File: config.mk
export PLATFORM = sky130hd
export DESIGN_NAME = if_fetch
export DESIGN_NICKNAME = d
export VERILOG_FILES = /design/src/rtl/if_fetch.sv
export SDC_FILE = /design/constraint.sdc
export NUM_CORES = 1
export LEC_CHECK = 0
export ABC_AREA = 1
export CAP_MARGIN = 20
export CORE_MARGIN = 3
export CORE_UTILIZATION = 35
export CTS_CLUSTER_DIAMETER = 200
export DETAILED_ROUTE_END_ITERATION = 10
export PLACE_DENSITY = 0.53
export SETUP_SLACK_MARGIN = 0.05
export SLEW_MARGIN = 20
export SYNTH_ARGS = -nofsm -noshare
export SYNTH_HDL_FRONTEND = slang
export SYNTH_SLANG_ARGS = --single-unit
File: constraint.sdc
create_clock -name clk -period 2.7 [get_ports clk]
set_input_delay 0.27 -clock clk [delete_from_list [all_inputs] [get_ports clk]]
set_output_delay 0.27 -clock clk [all_outputs]
set_load 0.005 [all_outputs]
File: src/rtl/if_fetch.sv
// if_fetch: instruction fetch stage.
// Owns the fetch PC and issues one word read at a time over a req/gnt/rvalid
// handshake. Returned words go into a small in-order queue that feeds the
// IF/ID register. A redirect from decode flushes the queue, retargets the
// fetch PC and discards any in-flight response.
//
// Optional feature: define FETCH_MISALIGN_CHECK_EN to flag misaligned redirect
// targets on a sticky misalign_o and halt fetch until an aligned redirect.
//
// Ports:
//   clk, rst (async, active-low)
//   stall_i                  downstream stall, holds the queue head
//   branch_flag_i            redirect request
//   branch_target_address_i  redirect target
//   mem_req_o/mem_addr_o     read request and address
//   mem_gnt_i                request accepted
//   mem_rvalid_i/mem_rdata_i read response
//   inst_valid_o/inst_o/pc_o queue head (NOP and pc 0 when empty)
//   misalign_o               misaligned redirect flag (macro only)
module if_fetch #(
   parameter logic [31:0] RESET_PC    = 32'h0000_0000,
   parameter int unsigned QUEUE_DEPTH = 2
) (
   input  logic        clk,
   input  logic        rst,
   input  logic        stall_i,
   input  logic        branch_flag_i,
   input  logic [31:0] branch_target_address_i,
   output logic        mem_req_o,
   output logic [31:0] mem_addr_o,
   input  logic        mem_gnt_i,
   input  logic        mem_rvalid_i,
   input  logic [31:0] mem_rdata_i,
   output logic        inst_valid_o,
   output logic [31:0] inst_o,
   output logic [31:0] pc_o
`ifdef FETCH_MISALIGN_CHECK_EN
   ,
   output logic        misalign_o
`endif
);

   localparam int unsigned PTR_W = $clog2(QUEUE_DEPTH);
   localparam int unsigned CNT_W = $clog2(QUEUE_DEPTH + 1);
   localparam logic [CNT_W-1:0] DEPTH_CNT = CNT_W'(QUEUE_DEPTH);
   localparam logic [31:0] NOP = 32'h0000_0013;

   typedef enum logic [1:0] {
      IDLE = 2'd0,
      REQ  = 2'd1,
      WAIT = 2'd2
   } state_e;

   state_e            state_q, state_d;
   logic [31:0]       fpc_q, fpc_d;
   logic [31:0]       addr_q, addr_d;
   logic              drop_q, drop_d;
   logic [PTR_W-1:0]  rd_ptr_q, rd_ptr_d;
   logic [PTR_W-1:0]  wr_ptr_q, wr_ptr_d;
   logic [CNT_W-1:0]  count_q, count_d;
   logic [31:0]       q_pc_q   [QUEUE_DEPTH];
   logic [31:0]       q_inst_q [QUEUE_DEPTH];

   logic              redirect;
   logic [31:0]       target_word;
   logic              enq;
   logic              deq;
   logic              halt;
   logic              issue_ok;

   assign redirect    = branch_flag_i;
   assign target_word = branch_target_address_i & 32'hFFFF_FFFC;

   // Sticky misalignment flag; while set (or being set) no new fetch is issued.
`ifdef FETCH_MISALIGN_CHECK_EN
   logic misalign_q, misalign_d;

   always_comb begin
      misalign_d = misalign_q;
      if (redirect) begin
         misalign_d = |branch_target_address_i[1:0];
      end
   end

   always_ff @(posedge clk or negedge rst) begin
      if (!rst) begin
         misalign_q <= 1'b0;
      end else begin
         misalign_q <= misalign_d;
      end
   end

   assign halt       = misalign_d;
   assign misalign_o = misalign_q;
`else
   assign halt = 1'b0;
`endif

   // Response is kept only if it was not already marked stale and no redirect hits now.
   assign enq = (state_q == WAIT) && mem_rvalid_i && !drop_q && !redirect;
   assign deq = (count_q != '0) && !stall_i && !redirect;

   // Queue bookkeeping; a redirect empties the queue and rewinds both pointers.
   always_comb begin
      count_d  = count_q + CNT_W'(enq) - CNT_W'(deq);
      rd_ptr_d = rd_ptr_q + PTR_W'(deq);
      wr_ptr_d = wr_ptr_q + PTR_W'(enq);
      if (redirect) begin
         count_d  = '0;
         rd_ptr_d = '0;
         wr_ptr_d = '0;
      end
   end

   // Space for the response is reserved when the request is issued.
   assign issue_ok = (count_d < DEPTH_CNT) && !halt;

   // Fetch FSM: next state, fetch PC, request address and drop flag.
   always_comb begin
      state_d = state_q;
      fpc_d   = redirect ? target_word : fpc_q;
      addr_d  = addr_q;
      drop_d  = drop_q;
      unique case (state_q)
         IDLE: begin
            if (issue_ok && !redirect) begin
               state_d = REQ;
               addr_d  = fpc_q;
            end
         end
         REQ: begin
            // The request cannot be withdrawn; a redirect only marks its response stale.
            if (redirect) begin
               drop_d = 1'b1;
            end
            if (mem_gnt_i) begin
               state_d = WAIT;
               // drop_q here means fpc_q already holds a redirect target.
               if (!redirect && !drop_q) begin
                  fpc_d = fpc_q + 32'd4;
               end
            end
         end
         WAIT: begin
            if (mem_rvalid_i) begin
               drop_d = 1'b0;
               if (issue_ok) begin
                  state_d = REQ;
                  addr_d  = fpc_d;
               end else begin
                  state_d = IDLE;
               end
            end else if (redirect) begin
               drop_d = 1'b1;
            end
         end
         default: begin
            state_d = IDLE;
         end
      endcase
   end

   always_ff @(posedge clk or negedge rst) begin
      if (!rst) begin
         state_q  <= IDLE;
         fpc_q    <= RESET_PC;
         addr_q   <= RESET_PC;
         drop_q   <= 1'b0;
         rd_ptr_q <= '0;
         wr_ptr_q <= '0;
         count_q  <= '0;
      end else begin
         state_q  <= state_d;
         fpc_q    <= fpc_d;
         addr_q   <= addr_d;
         drop_q   <= drop_d;
         rd_ptr_q <= rd_ptr_d;
         wr_ptr_q <= wr_ptr_d;
         count_q  <= count_d;
      end
   end

   // Queue storage; addr_q still holds the issued pc while in WAIT.
   always_ff @(posedge clk or negedge rst) begin
      if (!rst) begin
         q_pc_q   <= '{default: '0};
         q_inst_q <= '{default: '0};
      end else if (enq) begin
         q_pc_q[wr_ptr_q]   <= addr_q;
         q_inst_q[wr_ptr_q] <= mem_rdata_i;
      end
   end

   assign mem_req_o    = (state_q == REQ);
   assign mem_addr_o   = addr_q;
   assign inst_valid_o = (count_q != '0);
   assign inst_o       = inst_valid_o ? q_inst_q[rd_ptr_q] : NOP;
   assign pc_o         = inst_valid_o ? q_pc_q[rd_ptr_q] : 32'h0;

endmodule

Word level (Yosys, flattened, before mapping) --
Index checks and enable logic that the tools add are counted.
Cells by class: order comparisons 4, muxes and demuxes 31, equality and inequality tests 6, $add $sub $neg 5, reduce and logical (&&, ||, !) cells 17, bitwise logic cells 2
Operators with widths (number):
- two-way mux 32 bit | 16
- bitwise mux 64 bit | 2
- one-hot mux 32 bit (2 select lines) | 1
- adder 32 x 3 -> 32 bit, second input constant | 1
- demux 32 bit (select 1 bit) | 1
- logical AND 1 bit | 8
- two-way mux 2 bit | 4
- != test 2 bit, second input constant | 3
- one-hot mux 2 bit (3 select lines) | 1
- nonzero test 2 bit | 3
- two-way mux 1 bit | 5
- >= comparator 2 bit, second input constant | 2
- inverter 1 -> 2 bit | 2
- AND reduction 4 bit | 1
- logical NOT 1 bit | 3
- AND reduction 3 bit | 1
- adder 1 bit | 2
- adder 2 x 1 -> 2 bit | 1
- equality test 2 x 1 -> 1 bit, second input constant | 1
- equality test 2 bit, second input constant | 1
- logical NOT 2 bit | 1
- less-than comparator 2 x 1 -> 1 bit, second input constant | 1
- less-than comparator 2 bit, second input constant | 1
- != test 2 x 1 -> 1 bit, second input constant | 1
- 2 further kinds | 2
Storage, ports and cells: logic and storage cells 76, bits in registers 199

Logic depth before layout (Yosys ltp) --
Gate-level depths: netlist of the first run.
word-level depth 11, depth in mapped cells 19, mapped depth without buffers 18

Least setup slack after synthesis of the first run --
Ideal clock, no wire load.
path type register to register, start point register state_q[0], end point register addr_q[27], in the netlist mem_addr_o[27], slack 196 ps, stages on the path, launching flop included 17, clock period less this slack 2504 ps, arrival time 2388 ps, data required time 2583 ps, buffers on the path 1, setup time 117 ps, path through dfrtp_1 inv_1 ha_1 nand2_1 nor2_1 inv_1 ha_1 inv_1 ha_1 inv_1 nand3_1 nand3_2 a21oi_4 nand2_4 buf_6 nand2_1 nand2_1
Between the ends: word-level cells in the longest chain between the ends 11
Ends and longest elaborated chain:
- from (decl) | line 54 | state_e state_q, state_d;
- from (signal assigned) | line 173 | state_q <= state_d;
- equality test 2 bit | line 100, 124
- logical AND 1 bit (3 in a row) | line 100 | assign enq = (state_q == WAIT) && mem_rvalid_i && !drop_q && !redirect;
- adder 2 x 1 -> 2 bit | line 105 | count_d = count_q + CNT_W'(enq) - CNT_W'(deq);
- subtractor 2 x 1 -> 2 bit | line 105
- two-way mux 2 bit | line 108 | if (redirect) begin
- less-than comparator 2 bit | line 116 | assign issue_ok = (count_d < DEPTH_CNT) && !halt;
- logical AND 1 bit | line 126 | if (issue_ok && !redirect) begin
- != test 2 bit (no line)
- AND reduction 4 bit (no line)
- to (signal assigned) | line 175 | addr_q <= addr_d;
- to (decl) | line 56 | logic [31:0] addr_q, addr_d;
Several ways; a longest one is shown, not always the timed one. A chain may end at the register's enable or synchronous reset.

Worst setup path after layout of the first run --
start point register count_q[1], end point output pc_o[8]
Between the ends: word-level cells in the longest chain between the ends 2
Ends and longest elaborated chain:
- from (decl) | line 60 | logic [CNT_W-1:0] count_q, count_d;
- from (signal assigned) | line 179 | count_q <= count_d;
- nonzero test 2 bit | line 196 | assign inst_valid_o = (count_q != '0);
- two-way mux 32 bit | line 198 | assign pc_o = inst_valid_o ? q_pc_q[rd_ptr_q] : 32'h0;
- to (decl) | line 36 | output logic [31:0] pc_o
No other way between the ends.

==> results by group, run 1 <==
Run status
  • Status: complete, no violations

Placed design
  • IO Port Bufs: 165
  • GP Congestion: around 0.90
  • Post-Place Cell Area: around 12000 um^2
  • Post-placement cell count: approximately 1.7k
  • Setup WS pre-CTS: 4.99 ps
  • Final HPWL DP: roughly 19000 um

Worst setup path
  • Reg-to-Reg Start: state_q[0]
  • Critical Path Fanout Max: 22
  • Worst R2R Setup Slack: 310 ps
  • FF-to-FF End: mem_addr_o[10]
  • Critical Path Sink Type: output port
  • CP startpoint kind: flip-flop
  • Critical Path AT: 2250 ps
  • Critical Path RT: ~2400 ps
  • Crit. Startpoint: count_q[1]
  • Worst Reg-to-Reg Cells: 18
  • CP endpoint: pc_o[8]
  • Critical path class: reg -> out

Finish
  • Ant diodes: 0
  • Post-route cell area: around 13000 um^2
  • Layout Utilization: between 40% and 50%
  • Area Growth Syn to Fin: 29.4%
  • Finished Layout Cells: ~1.7k
  • Share of layout cells above drive strength 1: between 10% and 20%
  • Most frequent cells in the layout: nand2_1, dfrtp_1, o21ai_0
  • Final #Nets: roughly 1.4k
  • Commonest non-fill, non-tap cell in the layout: nand2_1

Floorplanning
  • Core area: around 28000 um^2
  • Die ar.: 30900 um^2
  • Die height: between 150 and 200 um
  • Die Width: between 150 and 200 um
  • Row cnt: 61
  • Initial Utilization: 35.9%
  • Top-Level Pins: 168

Timing
  • Setup Viol. Count Final: 0
  • Crit path time final: around 2500 ps
  • Max Clock Skew: between 10 and 15 ps
  • Worst Tran Pin Value: slightly below 500 ps
  • Final worst slack: between 150 and 200 ps
  • Fin. Hold Viols: 0
  • Setup TNS Final: 0 ps
  • Slew HR: between 60% and 70%
  • Final Max Tran Viols: 0
  • Max frequency: ~0.40 GHz
  • WHS: ~330 ps
  • Period Utilization, post-route: between 90% and 100%
  • RSZ-0062 raised after global routing: false

Clock network
  • Root buf cell: clkbuf_16
  • TritonCTS Sinks: around 200
  • Reg clk slew, reported paths: ~80 ps
  • Clock tree buffer depth: 2
  • CTS tree: done
  • Clk_lat worst skew: about 430 ps
  • H-tree levels: 4
  • Cts bufs inserted: 17

Global route
  • Grt ovf: 0
  • Initial antenna violation count: 0
  • Largest net degree at the start of global routing: 66
  • First-pass GRT wire length: ~44000 um
  • Vias in the first global route: 7852
  • Global-route usage over all layers: roughly 18%

Routing
  • Drt pass-1 iters: 5
  • Via Count: 8322
  • DRT iter0 DRCs: 564
  • Final wirelength: roughly 28000 um
  • DR WL/cell: 16.0 um
  • DRC: 0
  • ANT nets after route: 0
  • Via density: 4.79

Pwr
  • Total power: 9.91 mW
  • Pwr per Cell Area: between 700 and 800 nW/um^2
  • Leak: approximately 6.1 nW
  • Maximum vdd drop: ~0.45 mV

Synthesis
  • Async S/R FF share, synth: 100%
  • FF+latch count, synth: approximately 200
  • Syn_area_per_cell: around 8.5 um^2
  • Adder-Cell Fraction of Synth Area: around 1.1%
  • Most used DFF post-synth: dfrtp_1
  • Post-synth EDFFs: 0
  • Syn Nets: around 1.3k
  • Synth warnings: 0
  • Complex-gate fraction of the synthesized area: between 10% and 20%
  • Synth cell types: 35
  • Post-Syn Area: slightly above 10000 um^2
  • Mapped Cells: between 1k and 1.5k
  • Sequential-to-total area share from yosys stat: between 40% and 50%
  • Mux contribution to synthesized area: between 7 and 8%
  • Post-Synth Simple-Gate Area: approximately 18%
  • Largest family of logic cells by synthesized area: simple AND/OR/NAND/NOR gates
  • Xor/xnor cell area share of the yosys netlist: approximately 1.1%

Worst hold path
  • HP Class: in -> async

Run
  • MaxCap Viol Count: 0
[state kept, by name, summed over array words and instances (netlist names)]
name,flops
fpc_q,32
q_inst_q,64
count_q,2
state_q,2
wr_ptr_q,1
drop_q,1
rd_ptr_q,1
mem_addr_o,32
q_pc_q,64
[synth_stat cells (3+ instances only)]
library cell    n  area, um^2
inv_1         125         469
nor2_1         49         184
o21ai_1        20         100
a211oi_1        3        22.5
nor2_2          4        25.0
mux2_2         64         721
buf_1           8        30.0
nand2_1       284        1070
buf_2          16        80.1
nand3_1        26         130
clkbuf_1       37         139
xor2_1         13         114
nand3_2         4        40.0
buf_6           7        78.8
clkinv_1        3        11.3
o21ai_0       173         866
ha_1            9         113
dfrtp_1       199        4980
inv_2           6        22.5
nand2_2         7        43.8
a21oi_1        70         350
nand3b_1       32         240
o211ai_1       14         105
[worst max-delay path, stage by stage, from the launching register on]
cell and delay [ps]:
dfrtp_1 400, nor2_1 210, buf_4 200, clkinv_1 140, buf_6 200, o21ai_0 90
a21oi_1 70, clkdlybuf4s50_1 500
[metal layers]
layer / GRT usage, % / vias up / wire (um)
li1: - / 4202 / -
met2: 26.7 / 193 / 12200
met5: 0 / - / 0
met1: 26.9 / 3911 / 14200
met3: 3.05 / 16 / 1210
met4: 3.76 / 0 / 231
[cell families (layout without fill, tap and decap cells)]
family                   after synthesis  in the layout
multiplexers                          64             64
XOR/XNOR                              13             13
adder cells (fa/ha/maj)                9              9
buffers and inverters                202            373
AND/OR/NAND/NOR                      415            415
AO/OA/AOI/OAI                        287            287
flip-flops                           199            199
[repair_timing]
action / in CTS / in global routing
endpoints found under the hold margin: 41 / 0
gates resized for setup: 0 / 12
setup buffers: 0 / 4
setup endpoints to repair: 0 / 76
hold buffers: 1 / 0
[final cells by class]
class | count | area (um^2)
Inverter | 134 | 503
Fill cell | 2808 | 15100
Tap cell | 378 | 473
Timing Repair Buffer | 207 | 2150
Sequential cell | 199 | 4980
Clock inverter | 14 | 175
Clock buffer | 18 | 439
Multi-Input combinational cell | 788 | 4300
[worst min path at each step]
stage / end / slack (ps) / cells after the start
floorplan: count_q[0] / -30 / 0
global placement: q_inst_q[25] / 240 / 1
detailed placement: q_inst_q[25] / 240 / 1
CTS: q_inst_q[25] / 330 / 2
global route: q_inst_q[25] / 360 / 2
finish: q_inst_q[25] / 330 / 2
[power breakdown]
part / internal (mW) / switching (mW)
combinational: 1.48 / 1.40
sequential: 3.75 / 0.600
clock: 1.44 / 1.25
total: 6.66 / 3.25
No activity file was read; power rests on OpenSTA's default activity.
==> run 2, diff against run 1 <==
Settings changed: CORE_UTILIZATION 35 to 54, PLACE_DENSITY 0.53 to 0.87.
==> run 2 against run 1 <==
Against the previous run:
- worst setup slack worse by 110 ps
- largest power group unchanged
- clock power shrank 8.2%
- critical path depth grew 12
- die area shrank 34%
- highest routed layer unchanged
- critical path type is now reg -> reg
==> results by group, run 2 (same netlist as run 1, synthesis figures left out) <==
Worst setup path
  • CP Cell Sequence: inv_2 > ha_2 > nand2_1 > nor2_2 > inv_1 > ha_1 > inv_1 > ha_2 > inv_1 > nand2_1 > nand2_1 > nand2_1 > nand3_2 > nand2_2 > o21ai_4 > buf_12 > buf_12 > nand3b_1 > nand2_1
  • CP dominant cell by count: nand2_1
  • FF-to-FF End: mem_addr_o[27]
  • Worst path slowest cell: dfrtp_1
  • Reg-to-Reg Start: state_q[0]
  • Worst R2R Setup Slack: between 60 and 70 ps
  • Critical Path Sink Type: flip-flop
  • Critical Path RT: about 3000 ps
  • Critical Path Fanout Max: 8
  • CP startpoint kind: flip-flop
  • Worst Reg-to-Reg Cells: 19
  • Crit. Startpoint: state_q[0]
  • CP endpoint: mem_addr_o[27]
  • Max stage delay on crit path: ~410 ps
  • Critical Path AT: about 3000 ps
  • Critical path class: reg -> reg

Worst hold path
  • Cell count of the worst hold path: 3
  • HP Start: mem_rdata_i[8]
  • HP Class: in -> reg

Timing
  • Setup TNS Final: 0 ps
  • WHS: 417 ps
  • Final Max Tran Viols: 0
  • RSZ-0062 raised after global routing: true
  • Slew HR: between 50% and 60%
  • Worst Tran Pin Value: about 740 ps
  • Crit path time final: ~2600 ps
  • Max frequency: between 0.3 and 0.4 GHz
  • Final worst slack: 69.7 ps
  • Fin. Hold Viols: 0
  • Setup Viol. Count Final: 0
  • Max Clock Skew: around 16 ps
  • Period Utilization, post-route: a little over nine tenths

Finish
  • Commonest non-fill, non-tap cell in the layout: nand2_1
  • Most frequent cells in the layout: nand2_1, dfrtp_1, o21ai_0
  • # fillers: around 1.3k
  • Area taken by multi-input logic gates: 4350 um^2
  • Share of layout cells above drive strength 1: a little over an eighth
  • Final #Nets: between 1k and 1.5k
  • Area Growth Syn to Fin: 27.9%
  • Ant diodes: 0
  • Post-route cell area: about 13000 um^2
  • Register area: 4980 um^2
  • Top flop regs: q_inst_q x64, q_pc_q x64
  • Layout Utilization: between 70% and 80%

Routing
  • Via density: 5.59
  • ANT nets after route: 0
  • Via Count: about 8.9k
  • DR WL/cell: about 17 um
  • Metal3 WL: between 2000 and 2500 um
  • Drt pass-1 iters: 5
  • Final wirelength: 27200 um
  • DRC: 0
  • Met2 WL: approximately 13000 um
  • DRT iter0 DRCs: 818
  • Top routing layer in use: met4
  • Met1 Wirelength: between 10000 and 15000 um

Global route
  • Global-route usage over all layers: 25.4%
  • Vias in the first global route: approximately 8k
  • First-pass GRT wire length: a little over 40000 um
  • Initial antenna violation count: 0
  • Grt ovf: 0
  • Largest net degree at the start of global routing: 88

Floorplanning
  • Top-Level Pins: approximately 170
  • Die Width: roughly 140 um
  • Die height: approximately 140 um
  • Initial Utilization: approximately 56%
  • Die ar.: just over 20000 um^2
  • Row cnt: 49
  • Core area: about 18000 um^2

Pwr
  • Maximum vdd drop: between 0.5 and 0.6 mV
  • Leak: 6.04 nW
  • Pwr per Cell Area: 783 nW/um^2

Clock network
  • TritonCTS Sinks: between 150 and 200
  • Clk_lat worst skew: ~440 ps
  • Cts bufs inserted: 17
  • H-tree levels: 4
  • Reg clk slew, reported paths: ~70 ps
  • Clock tree buffer depth: 2
  • CTS tree: done
  • Root buf cell: clkbuf_16

Placed design
  • IO Port Bufs: between 150 and 200
  • Final HPWL DP: approximately 18000 um
  • GP Congestion: just under 1
  • Post-Place Cell Area: around 12000 um^2
  • Setup WS pre-CTS: -173 ps

Run
  • MaxCap Viol Count: 0

Run status
  • Status: complete, no violations
-- run 2: cell types whose count changed in the layout (fill, tap and decap cells not counted), moves of 2 or more --
cell        previous run  this run
buf_4                 25        23
buf_8                  0         2
clkinv_2               0         2
nand2_2                8        12
clkinvlp_4             0         4
inv_6                  5         1
clkinv_4               3         5
nand2_1              283       279
nand2_8                0         2
buf_6                  4         2
clkbuf_16             18        20
-- run 2: worst max-delay path, delay by kind of cell, from the launching register on --
kind / cells / cell delay (ps)
compound gates: 1 / 120
fa+ha+maj: 3 / 660
buf+inv: 6 / 550
flops: 1 / 410
simple gates: 9 / 760
-- run 2: metal layers --
layer / GRT usage [%] / vias to the layer above
met5: 0 / -
met4: 7.35 / 0
met3: 4.60 / 50
met2: 41.6 / 406
met1: 34.9 / 4230
li1: - / 4202
-- run 2: what timing repair did --
item | CTS | global route
buffers inserted | 1 | 7
gates cloned | 0 | 6
gates resized for setup | 2 | 21
pin swaps | 0 | 6
hold endpoints to repair | 83 | 0
setup endpoints to repair | 5 | 78
hold buffers | 1 | 0
-- run 2: how the worst min path moves through the flow --
stage	to	slack (ps)
CTS	q_inst_q[8]	410
floorplan	count_q[0]	-30
global placement	q_inst_q[26]	380
finish	q_inst_q[8]	420
detailed placement	q_inst_q[26]	390
global route	q_inst_q[3]	430
-- run 2: power by group --
| group | internal [mW] | leakage (nW) | switching [mW] | total [mW] |
|---|---|---|---|---|
| combinational | 1.64 | 3.47 | 1.62 | 3.26 |
| sequential | 3.75 | 2.30 | 0.607 | 4.35 |
| clock | 1.30 | 0.275 | 1.18 | 2.47 |
| total | 6.69 | 6.04 | 3.40 | 10.1 |
-- run 2: stage by stage --
step	cells	power, mW
floorplan	1189	5.87
global placement	1544	6.90
detailed placement	1544	7.05
CTS	1578	9.56
global route	1591	10.6
finish	1591	10.1
-- run 2: layout make-up --
| cell class | instances | area share, % |
|---|---|---|
| clock buffer | 17 | 3.30 |
| clock inverter | 15 | 1.16 |
| inverter | 134 | 3.93 |
| multi-input combinational | 790 | 33.7 |
| sequential | 199 | 38.7 |
| tap | 229 | 2.22 |
| timing repair buffer | 207 | 17.0 |
